[config.mk]
export PLATFORM = sky130hd
export DESIGN_NAME = reg_file_flat
export DESIGN_NICKNAME = d
export VERILOG_FILES = /design/src/rtl/rv32_pkg.sv /design/src/rtl/reg_file_if.sv /design/src/rtl/reg_file.sv /design/src/flat_wrapper.sv
export SDC_FILE = /design/constraint.sdc
export NUM_CORES = 2
export LEC_CHECK = 0
export ABC_AREA = 1
export ABC_CLOCK_PERIOD_IN_PS = 3300
export CAP_MARGIN = 25
export CORE_MARGIN = 2
export CORE_UTILIZATION = 40
export CTS_BUF_LIST = sky130_fd_sc_hd__clkbuf_4 sky130_fd_sc_hd__clkbuf_8 sky130_fd_sc_hd__clkbuf_16
export DETAILED_ROUTE_END_ITERATION = 16
export MAX_ROUTING_LAYER = met4
export PLACE_DENSITY = 0.66
export SYNTH_ARGS = -nofsm -noshare
export SYNTH_HDL_FRONTEND = slang
export SYNTH_SLANG_ARGS = --single-unit
[constraint.sdc]
create_clock -name clk_i -period 3.3 [get_ports clk_i]
set_input_delay 0.99 -clock clk_i [delete_from_list [all_inputs] [get_ports clk_i]]
set_output_delay 0.99 -clock clk_i [all_outputs]
set_load 0.01 [all_outputs]
[src/rtl/rv32_pkg.sv]
// ---------------------------------------------------------------------------
// rv32_pkg
// Shared RV32I definitions used by the register file, ALU and decoder.
// Contents:
//   XLEN        - integer register / datapath width
//   REG_ADDR_W  - register index width
//   NUM_REGS    - number of architectural integer registers
//   reg_addr_t  - register index type
//   xlen_t      - datapath word type
//   REG_ZERO    - index of the hardwired-zero register x0
// ---------------------------------------------------------------------------
package rv32_pkg;

  localparam int XLEN       = 32;
  localparam int REG_ADDR_W = 5;
  localparam int NUM_REGS   = 32;

  typedef logic [REG_ADDR_W-1:0] reg_addr_t;
  typedef logic [XLEN-1:0]       xlen_t;

  localparam reg_addr_t REG_ZERO = '0;

endpackage : rv32_pkg

[src/rtl/reg_file_if.sv]
// ---------------------------------------------------------------------------
// reg_file_if
// Bundles the read and write ports of the integer register file.
// Signals:
//   rs1_addr_i / rs2_addr_i  - read port indices (ALU a / b operand)
//   rs1_data_o / rs2_data_o  - read port data
//   rd_we_i                  - write enable
//   rd_addr_i                - write index
//   rd_data_i                - write data from the write-back mux
//   write_ack_o              - one-cycle pulse after an effective write
// Modports:
//   master - core side (drives indices and write data)
//   slave  - register file side
// ---------------------------------------------------------------------------
interface reg_file_if #(
  parameter int XLEN   = rv32_pkg::XLEN,
  parameter int ADDR_W = rv32_pkg::REG_ADDR_W
);

  logic [ADDR_W-1:0] rs1_addr_i;
  logic [ADDR_W-1:0] rs2_addr_i;
  logic [XLEN-1:0]   rs1_data_o;
  logic [XLEN-1:0]   rs2_data_o;
  logic              rd_we_i;
  logic [ADDR_W-1:0] rd_addr_i;
  logic [XLEN-1:0]   rd_data_i;
  logic              write_ack_o;

  modport master (
    output rs1_addr_i, rs2_addr_i, rd_we_i, rd_addr_i, rd_data_i,
    input  rs1_data_o, rs2_data_o, write_ack_o
  );

  modport slave (
    input  rs1_addr_i, rs2_addr_i, rd_we_i, rd_addr_i, rd_data_i,
    output rs1_data_o, rs2_data_o, write_ack_o
  );

endinterface : reg_file_if

[src/rtl/reg_file.sv]
// ---------------------------------------------------------------------------
// reg_file
// RV32I integer register file: two combinational read ports and one
// synchronous write port. x0 always reads as zero and is never written.
// Optional same-cycle write-to-read bypass (BYPASS_EN=1) for pipelined use.
// Ports:
//   clk_i  - core clock, state updates on the rising edge
//   rst_i  - synchronous active-high reset, clears all entries and the ack
//   bus    - reg_file_if slave modport (read ports, write port, write ack)
// ---------------------------------------------------------------------------
module reg_file #(
  parameter int XLEN      = rv32_pkg::XLEN,
  parameter int NUM_REGS  = rv32_pkg::NUM_REGS,
  parameter int ADDR_W    = rv32_pkg::REG_ADDR_W,
  parameter bit BYPASS_EN = 1'b0
) (
  input  logic           clk_i,
  input  logic           rst_i,
  reg_file_if.slave      bus
);

  logic [XLEN-1:0] regs [NUM_REGS];
  logic            write_ack;
  logic            write_hit;
  logic [XLEN-1:0] rs1_stored;
  logic [XLEN-1:0] rs2_stored;

  // A write only takes effect for a non-zero index; x0 writes are silent no-ops.
  assign write_hit = bus.rd_we_i && (bus.rd_addr_i != rv32_pkg::REG_ZERO);

  // Reset wins over a coincident write so mid-program reset always lands
  // in a fully cleared state in a single edge.
  always_ff @(posedge clk_i) begin
    if (rst_i) begin
      for (int i = 0; i < NUM_REGS; i++) begin
        regs[i] <= '0;
      end
      write_ack <= 1'b0;
    end else begin
      if (write_hit) begin
        regs[bus.rd_addr_i] <= bus.rd_data_i;
      end
      write_ack <= write_hit;
    end
  end

  // Shared read logic for both ports. The bypass is gated off during reset
  // so a dropped write never leaks onto a read port.
  function automatic logic [XLEN-1:0] read_port(
    input logic [ADDR_W-1:0] addr,
    input logic [XLEN-1:0]   stored,
    input logic              rst,
    input logic              hit,
    input logic [ADDR_W-1:0] waddr,
    input logic [XLEN-1:0]   wdata
  );
    logic [XLEN-1:0] data;
    data = stored;
    if (addr == rv32_pkg::REG_ZERO) begin
      data = '0;
    end else if (BYPASS_EN && !rst && hit && (waddr == addr)) begin
      data = wdata;
    end
    return data;
  endfunction

  always_comb begin
    rs1_stored = regs[bus.rs1_addr_i];
    rs2_stored = regs[bus.rs2_addr_i];
  end

  assign bus.rs1_data_o  = read_port(bus.rs1_addr_i, rs1_stored, rst_i, write_hit,
                                     bus.rd_addr_i, bus.rd_data_i);
  assign bus.rs2_data_o  = read_port(bus.rs2_addr_i, rs2_stored, rst_i, write_hit,
                                     bus.rd_addr_i, bus.rd_data_i);
  assign bus.write_ack_o = write_ack;

endmodule : reg_file

[src/flat_wrapper.sv]
// flat-port wrapper written by rule: the top's interface ports become plain ports
module reg_file_flat 
#(
  parameter int XLEN      = rv32_pkg::XLEN,
  parameter int NUM_REGS  = rv32_pkg::NUM_REGS,
  parameter int ADDR_W    = rv32_pkg::REG_ADDR_W,
  parameter bit BYPASS_EN = 1'b0
)
  (clk_i, rst_i, bus_rs1_addr_i, bus_rs2_addr_i, bus_rd_we_i, bus_rd_addr_i, bus_rd_data_i, bus_rs1_data_o, bus_rs2_data_o, bus_write_ack_o);
  reg_file_if #(.XLEN(XLEN), .ADDR_W(ADDR_W)) bus_i ();
  input  logic clk_i;
  input  logic rst_i;
  input wire logic [$bits(bus_i.rs1_addr_i)-1:0] bus_rs1_addr_i;
  input wire logic [$bits(bus_i.rs2_addr_i)-1:0] bus_rs2_addr_i;
  input wire logic [$bits(bus_i.rd_we_i)-1:0] bus_rd_we_i;
  input wire logic [$bits(bus_i.rd_addr_i)-1:0] bus_rd_addr_i;
  input wire logic [$bits(bus_i.rd_data_i)-1:0] bus_rd_data_i;
  output wire logic [$bits(bus_i.rs1_data_o)-1:0] bus_rs1_data_o;
  output wire logic [$bits(bus_i.rs2_data_o)-1:0] bus_rs2_data_o;
  output wire logic [$bits(bus_i.write_ack_o)-1:0] bus_write_ack_o;
  assign bus_i.rs1_addr_i = bus_rs1_addr_i;
  assign bus_i.rs2_addr_i = bus_rs2_addr_i;
  assign bus_i.rd_we_i = bus_rd_we_i;
  assign bus_i.rd_addr_i = bus_rd_addr_i;
  assign bus_i.rd_data_i = bus_rd_data_i;
  assign bus_rs1_data_o = bus_i.rs1_data_o;
  assign bus_rs2_data_o = bus_i.rs2_data_o;
  assign bus_write_ack_o = bus_i.write_ack_o;
  reg_file #(.XLEN(XLEN), .NUM_REGS(NUM_REGS), .ADDR_W(ADDR_W), .BYPASS_EN(BYPASS_EN)) u_core (.clk_i(clk_i), .rst_i(rst_i), .bus(bus_i));
endmodule
Word level (Yosys, flattened, before mapping). Memory sizes are Yosys's and may differ from the RTL's. Cells that the tools add are included.

Register bits: 1. Bits in latches: 0. Bits in writable memories: 1024. Bits in read-only memories: 0. Input port bits: 50. Output and inout bits: 65. Word-level logic and storage cells: 17. Memories kept: 1.

Add/sub/neg operators: 0. Multiply operators: 0. Div/mod/pow operators: 0. Magnitude comparators: 0. Equality and inequality tests: 0. Shift operators: 0. Multiplexer cells: 10. Bitwise gates (word level): 0. Reductions and logical operators: 5.

Memories: u_core.regs (words 32, width 32, read ports 2, clocked after memory_dff 0, wr ports 32, line reg_file.sv:22) `logic [XLEN-1:0] regs [NUM_REGS];`.

Operator list (number): 32-bit 2-to-1 mux (3); 32-bit OR reduction (1); 5-bit logical NOT (2); 1-bit 2-to-1 mux (6); 5-bit 2-to-1 mux (1); 5-bit nonzero test (1); 1-bit logical AND (1).

Longest topological paths before layout.
Depth after elaboration: 7. Mapped depth: 12. Mapped depth without buffers: 10.

Worst setup path before layout. Ideal clock, no wire load.

Path type: input port to output port. Start point: in bus_rs1_addr_i[1]. End point: out bus_rs1_data_o[13]. Arrival time: 2.254 ns. Required time: 2.310 ns. Path slack: 0.056 ns. Cell stages on the path: 9. Path buffers: 4. Cell sequence: buf_4 > inv_1 > buf_2 > buf_2 > buf_1 > a21oi_1 > nor2_1 > nor2_1 > nor2_1.

Longest elaborated chain between the ends: 2. Elaborated cells between the ends (all ways): 3. Those cells by class: mux (1); reduce/logical (1); memory (1).

RTL lines: start, declared (line flat_wrapper.sv:13) `input wire logic [$bits(bus_i.rs1_addr_i)-1:0] bus_rs1_addr_i;`; memory read 32 x 32 bit or 5-bit logical NOT (tied branches); 32-bit 2-to-1 mux (*) (line reg_file.sv:59) `if (addr == rv32_pkg::REG_ZERO) begin`; end, declared (line flat_wrapper.sv:18) `output wire logic [$bits(bus_i.rs1_data_o)-1:0] bus_rs1_data_o;`.

Every way passes the cells marked *; elsewhere a longest branch is shown, timed or not.

Worst setup path in the final report.
Start point: in bus_rs1_addr_i[0]. End point: out bus_rs1_data_o[31].

The elaborated chain is that of the path after synthesis.

==> flow_summary.toml <==
[run]
cap_violations = 0

[sta]
period_share_pct = 116.1
period_needed_ns = 3.831
finalHoldViolCount = 0
hold-worst-slack_ns = 1.007
finalWorstSetupSlack_ns = -0.5305
rsz0062_at_grt = "yes"
setup_tns_ns = -17.85
tightest_slew_ns = 0.7014
fmax_ghz = 0.2611
relSlewSlack_pct = 53.24
drv_slew = 0
finalSetupViolations = 64

[drt]
drt_first_pass_iters = 7
via_count = 59223
final_antenna_net_count = 0
wl_per_cell_um = 26.15
drt_iter0_markers = 11169
wirelength_mm = 254.4
drc = 0
viasPerCell = 6.086

[power_and_ir_drop]
cellPowerDensity_nw_per_um2 = 451.0
vdd_ir_drop_max_v = 0.0004083
p_leak_nw = 32.23

[synth]
synth_area_um2 = 56440
ys_seq_area_share_pct = 54.52
ys_warn_count = 0
synth.area.top_cells = "edfxtp_1, nand2_1, nor2_1, nand3_1, o21ai_0"
ys_seq_elements = 1025
avgSynthCellArea_um2 = 7.781
syn_inst = 7254
synth_cell_types = 20
yosysTopAreaCellShare_pct = 54.48
yosysTopAreaCell = "edfxtp_1"

[die]
design.core.area_um2 = 139700
die_area_um2 = 144100
die_x_um = 379.6
start_util_pct = 40.40
die_h_um = 379.6
placementRows = 137
io_pins = 115

[critical_path]
path_cells = "buf_16 > clkinv_16 > buf_16 > buf_8 > buf_16 > buf_4 > o21ai_0 > nand3_1 > nand3_2 > nand2_4 > nand2_1 > nor2_2 > buf_4 > buf_6"
critPathKind = "primary input to primary output"
critPathMaxStageDelay_ns = 0.30
endpoint_kind = "primary output"
cpLargestDelayFamily = "buffers and inverters"
cp_num_buf_inv = 8
cp.arrival_ns = 2.84
startpoint_type = "primary input"
slowest_stage = "o21ai_0"
cpMostUsedCell = "buf_16"
critPathRequiredTime_ns = 2.31
crit_fanout = 6

[finish]
layout_common_cells = "nand2_1, nor2_1, edfxtp_1"
register_area_um2 = 30770
fin_nets = 7817
area_growth_pct = 36.28
drive_gt1_share_pct = 24.38
final_common_cell = "nand2_1"
nFillCells = 11748
fin_area_um2 = 76920
multi_input_area_um2 = 26060

[hold_path]
holdCritPathClass = "primary input to register"
hold_start = "rst_i"
min_path_cells = 5
min_to = "u_core.bus.write_ack_o$_SDFF_PP0_"

[global_routing]
grt_pass1_vias = 54746
antenna_found_initial = 1
grt_use_total_pct = 34.33
grt_max_degree = 50
grt_pass1_wl_mm = 359.2
grt_remaining_overflow = 0

[placement]
io_buffers = 114
preCtsSetupSlack_ns = -1.059
placed_cell_area_um2 = 65600
dp_hpwl_mm = 149.7
gp_congestion = 0.9768

[clock_network]
htreeDepth = 3
cts_root_buffer = "clkbuf_16"
path_clk_slew_ns = 0.06
clock-sinks = 1025
numCtsBuffers = 109
tritoncts = "yes"
max-clock-path-buffers = 3
hold_buffers = 0

[outcome]
failed_checks = "negative setup slack"
status = "finished, violations left"
==> layout make-up <==
class | count | area share, %
Timing Repair inverter | 3 | 0.08621
Clock buffer | 135 | 3.868
Multi-Input combinational cell | 5477 | 33.88
Clock inverter | 63 | 0.6865
Inverter | 164 | 0.9402
Tap cell | 1876 | 3.052
Timing Repair Buffer | 987 | 17.48
Sequential cell | 1025 | 40.00
Antenna cell | 1 | 0.003253
==> flip-flops by register name (all words and copies together) (netlist names) <==
signal,flops
u_core.bus.write_ack_o,1
u_core.regs,1024
==> routing by layer <==
layer  part of all wire [%]  wire length [um]  vias up  GRT usage [%]
li1                       -                 -    24853              -
met1                     34             87770    27730          43.60
met2                     43            109800     5419          50.12
met3                     16             39620     1221          8.572
met4                    6.8             17210        0          19.01
met5                      0                 0        -              -
==> cell usage after synthesis <==
library cell / n
o211ai_1: 11
nor2_1: 1732
buf_6: 1
o21ai_0: 426
o21ai_1: 6
buf_4: 1
buf_1: 58
inv_1: 157
nand3_1: 914
o22ai_1: 4
clkbuf_1: 316
conb_1: 1
edfxtp_1: 1024
buf_2: 243
nor3_1: 8
dfxtp_1: 1
and3_1: 9
a21oi_1: 166
nand2_1: 2169
inv_2: 7
==> logic make-up (layout without fill, tap and decap cells) <==
| group | count (synthesis) | in the layout | share of synthesized area (%) |
|---|---|---|---|
| AND/OR/NAND/NOR | 4832 | 4832 | 34.22 |
| AO/OA/AOI/OAI | 613 | 613 | 5.493 |
| buffers and inverters | 783 | 1352 | 5.766 |
| flip-flops | 1025 | 1025 | 54.52 |
| other | 1 | 33 | 0.006644 |
==> worst max path at each step <==
stage                                 start                 end  slack (ns)  depth (start not counted)
final                     bus_rs1_addr_i[0]  bus_rs1_data_o[31]       -0.53                         14
after global routing      bus_rs1_addr_i[0]  bus_rs1_data_o[31]       -0.42                         14
after CTS                 bus_rs1_addr_i[0]  bus_rs1_data_o[15]       -0.42                         15
after detailed placement  bus_rs1_addr_i[2]  bus_rs1_data_o[26]       -1.06                         12
after global placement    bus_rs1_addr_i[2]  bus_rs1_data_o[26]       -1.05                         12
after floorplan           bus_rs1_addr_i[1]  bus_rs1_data_o[13]        0.06                          9
==> where the power goes <==
part	switching [mW]	leakage [nW]	internal, mW
registers	0.434	9.76	15.0
clock network	5.47	1.74	6.99
logic	4.17	20.7	2.59
==> repair_timing <==
item | CTS | global route
buffers inserted | 142 | 48
pin swaps | 210 | 379
setup endpoints to repair | 64 | 64
gates cloned | 57 | 25
gates resized for setup | 967 | 759
==> through the flow <==
step | instances | utilization, % | total power [mW]
after floorplan | 7285 | - | 18.16
after global placement | 9326 | 46.96 | 20.79
after detailed placement | 9326 | 46.96 | 20.86
after CTS | 9698 | 53.13 | 33.86
after global routing | 9730 | 55.06 | 35.41
final | 9731 | 55.06 | 34.69
(Power assumes the default switching activity.)
